<file path="src/rtl/pacman_video_pkg.sv">
// pacman_video_pkg: maze RAM geometry, arbiter owner states and the buffered game-logic op record.
package pacman_video_pkg;
  localparam int IMG_W = 224;
  localparam int IMG_H = 288;
  localparam int MEM_DEPTH = IMG_W * IMG_H;
  localparam int VRAM_ADDR_W = 16;
  typedef enum logic [1:0] {IDLE, SCAN, GL_RD} owner_t;
  typedef struct packed {
    logic                   we;
    logic [VRAM_ADDR_W-1:0] addr;
    logic [3:0]             wdata;
  } op_t;
endpackage

</file>
<file path="src/rtl/vram_op_fifo.sv">
// vram_op_fifo: in-order sync FIFO holding game-logic RAM ops until a free issue slot.
module vram_op_fifo import pacman_video_pkg::*; #(
  parameter int DEPTH = 4
) (
  input  logic                     pclk,
  input  logic                     rst,
  input  logic                     push,
  input  logic                     pop,
  input  op_t                      din,
  output op_t                      dout,
  output logic                     full,
  output logic                     empty,
  output logic [$clog2(DEPTH):0]   count
);
  localparam int AW = $clog2(DEPTH);
  localparam int CW = AW + 1;
  op_t mem_q [DEPTH];
  logic [AW-1:0] wr_q, wr_d, rd_q, rd_d;
  logic [CW-1:0] cnt_q, cnt_d;
  always_comb begin
    wr_d = wr_q + AW'(push);
    rd_d = rd_q + AW'(pop);
    cnt_d = cnt_q + CW'(push) - CW'(pop);
  end
  always_ff @(posedge pclk or posedge rst) begin
    if (rst) begin
      wr_q <= '0;
      rd_q <= '0;
      cnt_q <= '0;
    end else begin
      wr_q <= wr_d;
      rd_q <= rd_d;
      cnt_q <= cnt_d;
    end
  end
  always_ff @(posedge pclk) begin
    if (push) mem_q[wr_q] <= din;
  end
  assign dout = mem_q[rd_q];
  assign full = cnt_q == CW'(DEPTH);
  assign empty = cnt_q == '0;
  assign count = cnt_q;
endmodule

</file>
<file path="src/rtl/vram_arbiter.sv">
// vram_arbiter: shares the maze RAM between VGA scan-out (always wins) and FIFO-buffered game-logic ops.
module vram_arbiter import pacman_video_pkg::*; #(
  parameter int FIFO_DEPTH = 4,
  parameter int ADDR_W = VRAM_ADDR_W,
  parameter int MEM_DEPTH = pacman_video_pkg::MEM_DEPTH
) (
  input  logic              pclk,
  input  logic              rst,
  input  logic              scan_req,
  input  logic [ADDR_W-1:0] scan_addr,
  output logic [3:0]        scan_data,
  input  logic              gl_req,
  input  logic              gl_we,
  input  logic [ADDR_W-1:0] gl_addr,
  input  logic [3:0]        gl_wdata,
  output logic              gl_ready,
  output logic              gl_rvalid,
  output logic [3:0]        gl_rdata,
  output logic [ADDR_W-1:0] mem_addr,
  output logic              mem_we,
  output logic [3:0]        mem_wdata,
  input  logic [3:0]        mem_rdata,
  output logic              err_oob,
  output logic [15:0]       stall_cnt
);
  owner_t owner_q, owner_d;
  op_t head;
  logic rdy_q, rd_oob_q, rd_oob_d, err_q, err_d;
  logic full, empty, push, pop, oob;
  logic [15:0] stall_q, stall_d;
  logic [$clog2(FIFO_DEPTH):0] cnt;
  assign push = gl_req && gl_ready;
  vram_op_fifo #(.DEPTH(FIFO_DEPTH)) u_fifo (
    .pclk(pclk), .rst(rst), .push(push), .pop(pop),
    .din('{we: gl_we, addr: gl_addr, wdata: gl_wdata}),
    .dout(head), .full(full), .empty(empty), .count(cnt)
  );
  // rd_oob_q marks an in-flight out-of-range read so its data is forced to 0
  always_comb begin
    pop = !scan_req && !empty;
    oob = 32'(head.addr) >= 32'(MEM_DEPTH);
    mem_addr = scan_req ? scan_addr : (pop ? head.addr : '0);
    mem_we = pop && head.we && !oob;
    mem_wdata = mem_we ? head.wdata : '0;
    owner_d = scan_req ? SCAN : ((pop && !head.we) ? GL_RD : IDLE);
    rd_oob_d = pop && oob;
    err_d = err_q || (pop && oob);
    stall_d = (scan_req && cnt != '0 && stall_q != '1) ? stall_q + 16'd1 : stall_q;
    gl_ready = rdy_q && !full;
    gl_rvalid = owner_q == GL_RD;
    gl_rdata = (gl_rvalid && !rd_oob_q) ? mem_rdata : '0;
    scan_data = (owner_q == SCAN) ? mem_rdata : '0;
    err_oob = err_q;
    stall_cnt = stall_q;
  end
  always_ff @(posedge pclk or posedge rst) begin
    if (rst) begin
      owner_q <= IDLE;
      rdy_q <= 1'b0;
      rd_oob_q <= 1'b0;
      err_q <= 1'b0;
      stall_q <= '0;
    end else begin
      owner_q <= owner_d;
      rdy_q <= 1'b1;
      rd_oob_q <= rd_oob_d;
      err_q <= err_d;
      stall_q <= stall_d;
    end
  end
endmodule

</file>
<file path="config.mk">
export PLATFORM = sky130hd
export DESIGN_NAME = vram_arbiter
export DESIGN_NICKNAME = d
export VERILOG_FILES = /design/src/rtl/pacman_video_pkg.sv /design/src/rtl/vram_op_fifo.sv /design/src/rtl/vram_arbiter.sv
export SDC_FILE = /design/constraint.sdc
export NUM_CORES = 1
export LEC_CHECK = 0
export CAP_MARGIN = 20
export CORE_AREA = 2 2 100 102
export CTS_BUF_LIST = sky130_fd_sc_hd__clkbuf_16
export CTS_CLUSTER_DIAMETER = 30
export DETAILED_ROUTE_END_ITERATION = 16
export DIE_AREA = 0 0 102 104
export PLACE_DENSITY = 0.77
export SYNTH_ARGS = -nofsm -noshare
export SYNTH_HDL_FRONTEND = slang
export SYNTH_SLANG_ARGS = --single-unit
</file>
<file path="constraint.sdc">
create_clock -name pclk -period 3.25 [get_ports pclk]
set_clock_uncertainty 0.15 [all_clocks]
set_input_delay 0.8125 -clock pclk [delete_from_list [all_inputs] [get_ports pclk]]
set_output_delay 0.8125 -clock pclk [all_outputs]
set_load 0.02 [all_outputs]
</file>
* After elaboration in Yosys (flattened, before gate mapping)
Memories as Yosys holds them, arrays and structs flattened.
Cells that the tools add are included.
** Storage, ports and cells
- RAM bits :: 84
- Output and inout port bits :: 48
- Flip-flop bits (word level) :: 28
- Word-level logic and storage cells :: 47
- Input port bits :: 45
- Memories :: 1
** Operators by class
- Multiplexer cells :: 9
- Eq/ne operators :: 4
- $lt $le $gt $ge :: 1
- $add $sub $neg :: 5
- Reduce and logical (&&, ||, !) cells :: 19
** Memories
- u_fifo.mem_q :: depth 4, bits a word 21, read ports 1, clocked after Yosys merged registers in 0, wr ports 1, RTL line vram_op_fifo.sv:17 : op_t mem_q [DEPTH];
** Operators by type and width (number)
- $mux W16 :: 2
- $add A16 B1 Y16 const B :: 1
- $ge A16 B16 Y1 const B :: 1
- $ne A16 B16 Y1 const B :: 1
- $mux W4 :: 3
- $logic_and A1 B1 Y1 :: 10
- $logic_not A1 Y1 :: 6
- $add A2 B1 Y2 :: 2
- $mux W2 :: 2
- $add A3 B1 Y3 :: 1
- $eq A3 B3 Y1 const B :: 1
- $logic_not A3 Y1 :: 1
- $reduce_bool A3 Y1 :: 1
- $sub A3 B1 Y3 :: 1
- $eq A2 B1 Y1 const B :: 1
- $eq A2 B2 Y1 const B :: 1
- $mux W1 :: 2
- $logic_or A1 B1 Y1 :: 1

* Longest topological paths before layout
- Depth in word-level cells :: 6
- Gate-level depth with buffers :: 11
- Depth with buffers taken out :: 10

* Cells and area by module
From an unflattened synthesis, not the netlist that was laid out.
** Unflattened totals
- Cells, all modules :: 259
- Area total of the unflattened synthesis :: 4648.2 sq um
** By module, submodules not included
- vram_op_fifo :: seq. area each 2697.6 sq um, times used 1, area each 3379.5 sq um, cells each 135
- vram_arbiter :: seq. area each 525.5 sq um, times used 1, area each 1268.7 sq um, cells each 124

* Least setup slack after synthesis
Ideal clock, no wire load.
- Path kind :: in2reg
- Start :: input port gl_req
- End :: memory u_fifo.mem_q[1][0] in the netlist's numbering, enable pin
- Stages :: 2
- Arrival :: 2.509 ns
- Setup time :: 0.430 ns
- Path buffers :: 0
- Required time :: 2.670 ns
- Path slack :: 0.161 ns
- Cells stage by stage :: nand2_1 nor3b_1
** On the way
- Cells in the longest elaborated chain, start to end :: 3
** Ends and longest elaborated chain
- start: declaration :: RTL line vram_arbiter.sv:12 : input logic gl_req,
- $logic_and A1 B1 Y1 :: RTL line vram_arbiter.sv:32 : assign push = gl_req && gl_ready;
- $mux W1 :: RTL line vram_op_fifo.sv:37 : if (push) mem_q[wr_q] <= din;
- $mux W1 (implied by the code) :: RTL line vram_op_fifo.sv:37
- end: declaration :: RTL line vram_op_fifo.sv:17
No other way between the ends.

* Worst setup path after layout
- Start :: input port scan_req
- End :: output port mem_addr[6]
** On the way
- Cells in the longest elaborated chain, start to end :: 4
** Ends and longest elaborated chain
- start: declaration :: RTL line vram_arbiter.sv:9 : input logic scan_req,
- $logic_not A1 Y1 :: RTL line vram_arbiter.sv:40 : pop = !scan_req && !empty;
- $logic_and A1 B1 Y1 :: RTL line vram_arbiter.sv:40
- $mux W16 :: RTL line vram_arbiter.sv:42 : mem_addr = scan_req ? scan_addr : (pop ? head.addr : '0);
- $mux W16 (*) :: RTL line vram_arbiter.sv:42
- end: declaration :: RTL line vram_arbiter.sv:19 : output logic [ADDR_W-1:0] mem_addr,
Mark *: on every way between the ends. The rest lies on a longest branch, timed or not.

==> results.md <==
- In this design, the largest share of critical-path delay is due to buffers and inverters.
- Detailed placement ended at an HPWL of approximately 6400 um.
- The clock insertion delay at the later pin of the skew report is approximately 340 ps.
- The sequential element share of the synthesized area is 0.687.
- The total setup violations reported at the end of the flow is 0.
- The post-cts repair resize count is 29.
- The instance count of the mapped netlist is roughly 270.
- The library cells used most frequently in the layout, excluding fill and tap cells, are edfxtp_1, clkdlybuf4s50_1, dfrtp_1, mux4_2, a22o_1.
- The total nets after synthesis is 319.
- The type of origin of the critical path is an input port.
- Setup repair after global routing could not meet its margin everywhere.
- Entering global routing, the biggest net connects 29 pins.
- At the end of routability-driven placement, the weighted congestion stood at between 0.7 and 0.8.
- The via count of the first global-routing pass came to 2,805.
- Of the total power, the clock network draws 0.233.
- Row generation in the floorplan step produced 36 rows.
- The run finished with clean final reports.
- The share of the cycle needed by the critical path after routing is 0.986.
- The sum of overflow across all layers after global routing is 0.
- The antenna diode count is 0.
- The remaining routing DRC violations is 0.
- The required time of the critical path is approximately 2300 ps.
- For this design the top-level I/O count stands at between 90 and 100.
- The register bit count reported by yosys is about 110.
- The switching power is 0.00144 W.
- Port buffering added 92 buffers.
- After synthesis the cells add up to about 4700 um^2.
- The initial core utilization is 0.491.
- The combinational fraction of design power is 0.345.
- The die area is 10,600 um^2.
- The final hold violation count is 0.
- The internal power is between 0.003 and 0.004 W.
- Synthesis instantiated 43 different standard cells from the library.
- The detailed router finished its first iteration with 153 violations.
- The first detailed-routing pass took 4 iterations.
- The final critical path time including I/O delays and setup is ~3200 ps.
- The core region is approximately 9500 um^2.
- In the final design database the tool counted between 400 and 500 nets.
- VDD sags by at most between 0.4 and 0.5 mV.
- The floorplan step set the die height to roughly 100 um.
- Traced cell by cell, the critical path runs through clkdlybuf4s50_1 > or2_2 > inv_2 > buf_12 > a22o_1 > clkdlybuf4s15_1.
- After synthesis, the share of flip-flops with an asynchronous set or reset is 0.250.
- The H-tree level count is 3.
- The relative contribution of sequential cells to total power is 0.421.
- The initial antenna violation count came to 0.
- The worst hold-check path type is flop to flop.
- The mean instance size in the synthesized netlist is 17.5 um^2.
- The total CTS buffers is 9.
- Dividing the detail-routed via count by the number of cells gives approximately 5.2.
- The number of non-filler instances in the completed layout is between 500 and 600.
- The wire length per cell is about 18 um.
- Of all nets on the critical path, the largest fanout is 9.
- By startpoint and endpoint, the worst setup path is classified as input port to output pin.
- Static timing analysis puts the maximum clock frequency at roughly 0.31 GHz.
- The highest-delay cell along the critical path is clkdlybuf4s50_1.
- For this run, the total global-route usage over all layers was measured as 0.183.
- The area growth from synthesis to layout is 31.9%.
- The number of pins exceeding their max-slew limit in the final report is 0.
- The number of buffers inserted by hold repair at cts is 0.
- Summed over all layers, the routed wires come to roughly 9000 um.
- The first-pass GRT wire length is 14,700 um.
- The remaining antenna violation count is 0.
- TritonCTS built the clock tree.
- The worst setup path is captured at an output pin.
- The data arrival time of the critical path is roughly 2200 ps.
- The number of flops mapped to enable cells by yosys is 84.
- The CTS clock-pin slew for the worst setup and hold paths is about 80 ps.
- The leakage power is about 2.3 nW.
- The maximum cell stage delay along the critical path is 410 ps.
- Across the run, the number of max-cap violations was 0.
- No sink is reached through more buffers than the 2 on the longest clock path.
- Of the total power, the share spent switching nets is 0.316.
- The die width is approximately 100 um.
- Once the clock tree was built, the setup fixing pass inserted 0 buffers.
- The filler cells instantiated in the layout total about 700.
- The fraction of layout instances using a drive strength above 1 is 0.197.
- The most frequent standard cell in the layout excluding fill and tap cells is edfxtp_1.
- The number of sinks driven by the clock tree is between 100 and 150.
- For this run, the number of Yosys warnings is 0.
- Power spread over the standard cell area amounts to about 740 nW/um^2.
- In this run, placement finished with an instance count of between 500 and 600.
- The via count of the routed design is between 2,000 and 3,000.
- The final core area utilization is 0.648.
- Clock tree synthesis selected as its root buffer the cell clkbuf_16.
- For this run, the leading register cell type out of synthesis is edfxtp_1.
- The buffering stage count on the worst path with inverters included is 4.
[final cells by class]
class                           instances  area (um^2)  share of cell area
Sequential cell                       112         3220               0.521
Clock inverter                          7         73.8              0.0119
Inverter                               11         41.3             0.00667
Multi-Input combinational cell        137         1370               0.222
Clock buffer                            9          225              0.0364
Tap cell                              133          166              0.0269
Timing Repair Buffer                  109         1080               0.175
[power by group through the flow]
stage,combinational (W),clock [W],sequential (W)
after global placement,0.00161,0,0.00193
after CTS,0.00159,0.00109,0.00192
final,0.00157,0.00106,0.00192
after detailed placement,0.00164,0,0.00195
after global routing,0.00171,0.00115,0.00195
after floorplan,0.000923,0,0.00197
[cell families after synthesis]
kind of cell    share of synthesized area
fa+ha+maj                          0.0176
buf+inv                            0.0195
flops                               0.687
xor+xnor                           0.0299
other cells                      0.000799
simple gates                       0.0779
compound gates                     0.0528
mux                                 0.114
[stage by stage]
step	total power [W]	hold slack (ps)	TNS (ps)	setup slack [ps]	instance area [um^2]
after CTS	0.00459	363	0	12.6	6200
after global placement	0.00354	338	-4500	-235	5920
final	0.00455	354	0	44.9	6190
after global routing	0.00481	391	-16.2	-16.2	6190
after floorplan	0.00289	344	0	161	4690
after detailed placement	0.00359	352	-4680	-242	5920
[synth_stat cells, types with 2 or more instances]
| library cell | count | area, um^2 |
|---|---|---|
| edfxtp_1 | 84 | 2520 |
| dfrtp_1 | 28 | 701 |
| a22o_1 | 16 | 140 |
| xnor2_1 | 14 | 123 |
| mux4_2 | 13 | 293 |
| and2_1 | 9 | 56.3 |
| inv_1 | 9 | 33.8 |
| mux4_1 | 8 | 210 |
| nand2_1 | 8 | 30.0 |
| nand3_1 | 7 | 35.0 |
| nor3_1 | 6 | 30.0 |
| ha_1 | 5 | 62.6 |
| nor2_1 | 5 | 18.8 |
| buf_2 | 4 | 20.0 |
| nand4_1 | 4 | 25.0 |
| nor2b_1 | 4 | 25.0 |
| nor2b_2 | 4 | 35.0 |
| o21ai_0 | 4 | 20.0 |
| and3_1 | 3 | 18.8 |
| buf_6 | 2 | 22.5 |
| clkbuf_1 | 2 | 7.51 |
| inv_2 | 2 | 7.51 |
| mux2_1 | 2 | 22.5 |
| nand4_2 | 2 | 25.0 |
| o211ai_1 | 2 | 15.0 |
| o21ai_2 | 2 | 17.5 |
| or2_1 | 2 | 12.5 |
| xor2_1 | 2 | 17.5 |
[worst reg2reg max path, stage by stage, from the launching register on]
cell	delay, ps
dfrtp_1	460
nor3_1	400
or2_2	210
inv_2	60
buf_12	140
ha_1	270
inv_1	60
ha_1	130
inv_1	40
fa_1	370
xnor2_1	180
xnor2_1	150
[state kept, by name (all words and copies together), names as in the netlist]
| register | cells |
|---|---|
| u_fifo.mem_q | 84 |
| stall_cnt | 16 |
| u_fifo.count | 3 |
| owner_q | 2 |
| u_fifo.rd_q | 2 |
| u_fifo.wr_q | 2 |
| err_oob | 1 |
| rd_oob_q | 1 |
| rdy_q | 1 |
[per-layer routing]
layer	vias to the layer above	routed length, um	GRT usage
met5	-	0	0
met4	0	102	0.0552
met3	9	464	0.0363
met2	81	4660	0.312
met1	1353	3940	0.237
li1	1275	-	-
[final timing paths]
kind / from / to / slack, ps / cells past startpoint
min in group asynchronous: rst / stall_cnt[12] / 710 / 3
max in group asynchronous: rst / owner_q[0] / 1970 / 3
worst max register to register: u_fifo.count[1] / u_fifo.count[2] / 550 / 11
worst min-delay path: stall_cnt[8] / stall_cnt[8] / 350 / 1
worst min register to register: stall_cnt[8] / stall_cnt[8] / 350 / 1
worst max-delay path: scan_req / mem_addr[6] / 40 / 6
No activity file was read; power rests on OpenSTA's default activity.
